==> src/rtl/ebr_resolve_ctrl.sv <==
// ebr_resolve_ctrl
//   Branch-resolution controller for the EBR snapshot file. It tracks which
//   snapshot slots hold an outstanding branch and records branch-unit
//   outcomes. Outcomes retire strictly oldest-first:
//     - a correct branch releases its slot with a one-cycle 'up' pulse;
//     - a mispredict raises a one-cycle 'early_flush' and a fetch redirect.
//   It also raises 'ebr_full' while every slot is occupied.
// Ports
//   clk, rst          clock; asynchronous active-high reset
//   snap, snap_tag    branch renamed this cycle and its ROB tag
//   br_valid, br_tag  branch-unit result and the tag it refers to
//   br_mispredict     the resolved branch was mispredicted
//   br_target         correct next PC for the resolved branch
//   ebr_full          all snapshot slots occupied
//   up                head slot resolved correct; release EBR_recovery_idx
//   early_flush       head slot mispredicted; flush everything younger
//   EBR_recovery_idx  slot named by up / early_flush
//   redirect_valid    fetch redirect (same pulse as early_flush)
//   redirect_pc       target stored in the flushed slot
module ebr_resolve_ctrl #(
  parameter int EBR_NUM   = 4,
  parameter int ROB_DEPTH = 16,
  localparam int TW = $clog2(ROB_DEPTH) + 1,
  localparam int IW = $clog2(EBR_NUM),
  localparam int CW = $clog2(EBR_NUM + 1)
) (
  input  logic          clk,
  input  logic          rst,
  input  logic          snap,
  input  logic [TW-1:0] snap_tag,
  input  logic          br_valid,
  input  logic [TW-1:0] br_tag,
  input  logic          br_mispredict,
  input  logic [31:0]   br_target,
  output logic          ebr_full,
  output logic          up,
  output logic          early_flush,
  output logic [IW-1:0] EBR_recovery_idx,
  output logic          redirect_valid,
  output logic [31:0]   redirect_pc
);

  typedef enum logic [0:0] {
    RUN   = 1'b0,
    BLANK = 1'b1
  } state_t;

  state_t              state_r;
  logic [EBR_NUM-1:0]  valid_r;
  logic [EBR_NUM-1:0]  done_r;
  logic [EBR_NUM-1:0]  mis_r;
  logic [TW-1:0]       tag_r    [EBR_NUM];
  logic [31:0]         target_r [EBR_NUM];
  logic [IW-1:0]       alloc_ptr_r;
  logic [IW-1:0]       head_ptr_r;
  logic [CW-1:0]       cnt_r;

  logic                run_s;
  logic                head_ready_s;
  logic                up_s;
  logic                flush_s;
  logic                alloc_s;
  logic                resolve_s;
  logic [EBR_NUM-1:0]  hit_s;

  // Retire decision looks only at the head slot; BLANK suppresses all outputs.
  always_comb begin
    run_s        = (state_r == RUN);
    head_ready_s = run_s && valid_r[head_ptr_r] && done_r[head_ptr_r];
    up_s         = head_ready_s && !mis_r[head_ptr_r];
    flush_s      = head_ready_s && mis_r[head_ptr_r];
    // A flush discards any snap or result arriving in the same cycle.
    alloc_s      = snap && run_s && !ebr_full && !flush_s;
    resolve_s    = br_valid && run_s && !flush_s;
  end

  // Tag CAM over outstanding (valid, not yet done) slots; order does not matter.
  always_comb begin
    hit_s = {EBR_NUM{1'b0}};
    for (int i = 0; i < EBR_NUM; i++) begin
      if (valid_r[i] && !done_r[i] && (tag_r[i] == br_tag)) begin
        hit_s[i] = 1'b1;
      end else begin
        hit_s[i] = 1'b0;
      end
    end
  end

  // Output decode from registered slot state.
  always_comb begin
    ebr_full         = (cnt_r == CW'(EBR_NUM));
    up               = up_s;
    early_flush      = flush_s;
    redirect_valid   = flush_s;
    EBR_recovery_idx = (up_s || flush_s) ? head_ptr_r : {IW{1'b0}};
    redirect_pc      = flush_s ? target_r[head_ptr_r] : 32'h0000_0000;
  end

  // FSM plus slot file, pointers and occupancy counter.
  always_ff @(posedge clk or posedge rst) begin
    if (rst) begin
      state_r     <= RUN;
      valid_r     <= {EBR_NUM{1'b0}};
      done_r      <= {EBR_NUM{1'b0}};
      mis_r       <= {EBR_NUM{1'b0}};
      alloc_ptr_r <= {IW{1'b0}};
      head_ptr_r  <= {IW{1'b0}};
      cnt_r       <= {CW{1'b0}};
      for (int i = 0; i < EBR_NUM; i++) begin
        tag_r[i]    <= {TW{1'b0}};
        target_r[i] <= 32'h0000_0000;
      end
    end else begin
      case (state_r)
        RUN: begin
          if (flush_s) begin
            valid_r     <= {EBR_NUM{1'b0}};
            done_r      <= {EBR_NUM{1'b0}};
            mis_r       <= {EBR_NUM{1'b0}};
            alloc_ptr_r <= {IW{1'b0}};
            head_ptr_r  <= {IW{1'b0}};
            cnt_r       <= {CW{1'b0}};
            state_r     <= BLANK;
          end else begin
            if (resolve_s) begin
              for (int i = 0; i < EBR_NUM; i++) begin
                if (hit_s[i]) begin
                  done_r[i]   <= 1'b1;
                  mis_r[i]    <= br_mispredict;
                  target_r[i] <= br_target;
                end
              end
            end
            // Allocation lands on an invalid slot, so it never collides with
            // the slot being released or resolved.
            if (alloc_s) begin
              valid_r[alloc_ptr_r] <= 1'b1;
              done_r[alloc_ptr_r]  <= 1'b0;
              mis_r[alloc_ptr_r]   <= 1'b0;
              tag_r[alloc_ptr_r]   <= snap_tag;
              alloc_ptr_r          <= alloc_ptr_r + 1'b1;
            end
            if (up_s) begin
              valid_r[head_ptr_r] <= 1'b0;
              head_ptr_r          <= head_ptr_r + 1'b1;
            end
            cnt_r <= cnt_r + {{(CW-1){1'b0}}, alloc_s} - {{(CW-1){1'b0}}, up_s};
          end
        end
        BLANK: begin
          state_r <= RUN;
        end
        default: begin
          state_r <= RUN;
        end
      endcase
    end
  end

endmodule
==> config.mk <==
export PLATFORM = sky130hd
export DESIGN_NAME = ebr_resolve_ctrl
export DESIGN_NICKNAME = d
export VERILOG_FILES = /design/src/rtl/ebr_resolve_ctrl.sv
export SDC_FILE = /design/constraint.sdc
export NUM_CORES = 1
export LEC_CHECK = 0
export CORE_MARGIN = 1.5
export CORE_UTILIZATION = 50
export CTS_CLUSTER_SIZE = 40
export DETAILED_ROUTE_END_ITERATION = 10
export MAX_ROUTING_LAYER = met4
export PLACE_DENSITY = 0.76
export SYNTH_ARGS = -nofsm -noshare
export SYNTH_HDL_FRONTEND = slang
export SYNTH_SLANG_ARGS = --single-unit
export TNS_END_PERCENT = 5
==> constraint.sdc <==
create_clock -name clk -period 18 [get_ports clk]
set_input_delay 3.6 -clock clk [delete_from_list [all_inputs] [get_ports clk]]
set_output_delay 3.6 -clock clk [all_outputs]
set_load 0.01 [all_outputs]
==> run summary <==
In the synthesized netlist, the number of instances is 541. The hold-critical path endpoint was target_r[1]. The first TritonRoute pass finished after 4 iterations. The wire length after detailed routing was 16800 um; the worst reg2reg path depth was 12.

The die is 130 um wide. The top fanout value on the critical path was 36. The number of port buffers is 84. After detailed routing, the number of vias per cell comes to 5.54. The worst-case IR drop observed on VDD is 114 uV. The flow ran to the end, and the final reports show no timing, DRC or antenna violations.

The number of endpoints with negative hold slack in the final report was 0; the number of max-cap violations was 0. The run gives 0 as the initial antenna violation count. The number of DRC markers after the initial detailed-route iteration was 253; the final net count was 681.

The region available for standard cell placement spans 0.0158 mm2. Subtracting the final worst setup slack from the clock period gives 7.46 ns. After synthesis the netlist holds a flip-flop and latch count of 168. Measured against its own limit, the worst slew margin works out to 30.1%. Worst hold path stage count: 1. The floorplan step set the die height to 130 um. For this design, the sink count on the clock tree is 168. TritonCTS built the clock tree.

Setup violations remaining at the end of the flow were counted as 0. The die covers 0.0168 mm2. The final route contains 4719 vias.

For the number of global-route vias before repair, the log shows 5145. The area growth from synthesis to layout is 20.1%. When the netlist entered floorplanning its net count stood at 599. The setup path with the least slack is of type flip-flop to primary output. The tools report the CTS root buffer as sky130_fd_sc_hd__clkbuf_16. Cell taking the most area after synthesis: sky130_fd_sc_hd__dfrtp_1. In this run, CTS created clock tree buffers numbering 17.

The biggest cell delay along the critical path is 1.00 ns, and the total leakage power is 4.17 nW. The element type at the critical path end is a primary output. The first-pass GRT wire length was 27600 um.

The setup slack of the most critical reg-to-reg path is 13.88 ns. The class of the tightest hold or removal check is flip-flop to flip-flop. Cells with a size suffix above 1 make up 34.3% of the layout. By area the synthesized netlist is led by sky130_fd_sc_hd__dfrtp_1, sky130_fd_sc_hd__mux2_2, sky130_fd_sc_hd__mux4_2.

Summed over all failing endpoints, the final setup total negative slack is 0 ns. The highest-utilization routing layer at the global route stage was met2. The later pin in the worst-skew pair is clocked with a latency of 0.42 ns.

The synthesized design devotes to its leading area cell type 52.3% of total area. The run gives 2 as the largest buffer count on any clock path. The top cell types in the final layout, fill and taps aside, are sky130_fd_sc_hd__dfrtp_1, sky130_fd_sc_hd__mux2_2, sky130_fd_sc_hd__clkdlybuf4s50_1. The logs give 85 for the number of placed I/O pins and 22.4% for the aggregate global-route resource usage. After global routing the overflow that remains totals 0. The worst setup path is launched from a flip-flop.

Global routing consumed, on the met3 layer, 4.80% of the routing resources. The critical register-to-register path endpoint is cnt_r[2]. The worst path uses 41.4% of the clock period. Power density normalized to cell area: 152 mW/mm2. Derived from the worst setup path, the maximum achievable clock frequency is 134 MHz. For the pin count of the biggest net entering global routing, the log shows 110.

For the final count of pins violating max slew, the log shows 0. For this configuration, the core starts out at a cell density of 50.9%. For this run, global-route usage on met1 was measured as 29.4%. The number of distinct standard cells referenced by the synthesized netlist is 39, and the number of instances resized during post-cts repair is 0. Summing the sequential cell areas from Yosys gives 52.3% of the chip area. The initialized floorplan defines 46 standard-cell rows.

The master of the slowest instance on the critical path was sky130_fd_sc_hd__dfrtp_2. Clock-pin slew was measured on the worst setup and hold paths at 0.06 ns. The slew of the pin with the lowest slew margin is 1.04 ns. For the final design area excluding fillers, the log shows 0.00964 mm2.

The post-synthesis instance area is 0.00803 mm2, and the routed wirelength normalized by instance count is 19.7 um. The source of the worst hold timing path is target_r[1]. Leaving out fill and tap cells, the most frequent cell in the layout is sky130_fd_sc_hd__dfrtp_1.

The run gives 35.8% as the met2 usage. For the number of buffers inserted to repair setup after CTS, the log shows 0. In this run the remaining antenna-violating nets after routing total 0. The estimated wirelength of the detail-placed design is 10800 um. On the final layout, the worst clock skew is 0.00920 ns.

The number of warnings reported in the yosys synthesis log is 0, and the weighted congestion at the end of routability-driven global placement is 0.858. The critical path goes through inv_1 > mux4_2 > nand3_2 > nor2b_1 > clkdlybuf4s50_1. The tools report the startpoint of the worst-slack reg-to-reg timing path as head_ptr_r[1]. Once placement finished, the instance area stood at 0.00901 mm2. STA puts the critical path data arrival time at 3.86 ns. The logs give 0 for the number of antenna repair diodes and 4 for the number of H-tree levels. After clock tree synthesis, the flow added hold-fix buffers numbering 0.

The average cell area after synthesis works out to 14.8 um2. For the worst endpoint required time, the log shows 14.40 ns. Setup repair after global routing left no endpoint under its margin. In the routed design, unresolved DRC markers number 0.
## flip-flops by register name (all words and copies together), names as in the netlist
signal and count:
target_r 128, tag_r 20, head_ptr_r 2, done_r 4, state_r 1, mis_r 4, cnt_r 3, valid_r 4
alloc_ptr_r 2
## cell usage after synthesis, drive strengths merged
master,instances
mux2i,1
o21ai,5
o22a,4
xor2,18
nor3,5
xnor2,4
nor4,4
a21oi,6
nor3b,2
a41o,1
a31oi,1
dfrtp,168
clkbuf,9
nand4b,3
nand2,13
mux2,149
inv,12
nand4,1
nand2b,2
a32o,1
nand3,1
nor2,18
buf,19
fa,1
o32ai,4
ha,10
o21ba,3
nor2b,32
and2,9
mux4,34
o31ai,1
## metal layers
layer  vias up  share of wire (%)  routed length (um)
met2       117                 50                8410
li1       2120                  -                   -
met1      2464                 44                7400
met4         0                1.3                 224
met3        18                4.6                 780
met5         -                  0                   0
## worst max-delay path, delay by kind of cell (launching register included)
family | cells | cell delay, ns
AND/OR/NAND/NOR | 2 | 1.19
buffers and inverters | 2 | 0.86
multiplexers | 1 | 0.36
flip-flops | 1 | 1.00
## how the worst max path moves through the flow
stage | from | to | slack (ns) | cells after the start
after floorplan | rst | alloc_ptr_r[0] | 9.85 | 1
after global routing | head_ptr_r[1] | redirect_pc[21] | 10.32 | 5
after detailed placement | head_ptr_r[1] | redirect_pc[21] | 10.96 | 5
after CTS | head_ptr_r[1] | redirect_pc[21] | 10.50 | 5
final | head_ptr_r[1] | redirect_pc[21] | 10.54 | 5
after global placement | head_ptr_r[1] | redirect_pc[10] | 11.03 | 5
## cell families (layout without fill, tap and decap cells)
family,Yosys count,after routing,synth area share (%)
AO/OA/AOI/OAI,26,26,2.35
XOR/XNOR,22,22,2.40
adder cells (fa/ha/maj),11,11,1.81
buffers and inverters,40,135,3.08
flip-flops,168,168,52.3
multiplexers,184,184,31.5
AND/OR/NAND/NOR,90,90,6.53
## per-stage QoR
stage,std cells,worst slack [ns],total power [W],hold slack (ns),util [%]
after floorplan,541,9.85,0.000978,0.452,-
after global placement,820,11.03,0.00107,0.462,57.1
after detailed placement,820,10.96,0.00109,0.471,57.1
after CTS,852,10.50,0.00148,0.485,61.2
after global routing,852,10.32,0.00155,0.509,61.2
final,852,10.54,0.00147,0.484,61.2
## power breakdown
group          total (W)  switching (W)  internal (W)
sequential      0.000638       0.000108      0.000529
clock           0.000384       0.000152      0.000231
combinational   0.000447       0.000161      0.000286
total            0.00147       0.000422       0.00105
## cell type report
type	count	area (um2)
Clock buffer	20	467
Clock inverter	12	165
Fill cell	1213	6130
Inverter	12	52.6
Multi-Input combinational cell	333	3590
Sequential cell	168	4210
Tap cell	216	270
Timing Repair Buffer	91	893
(Power assumes the default switching activity.)
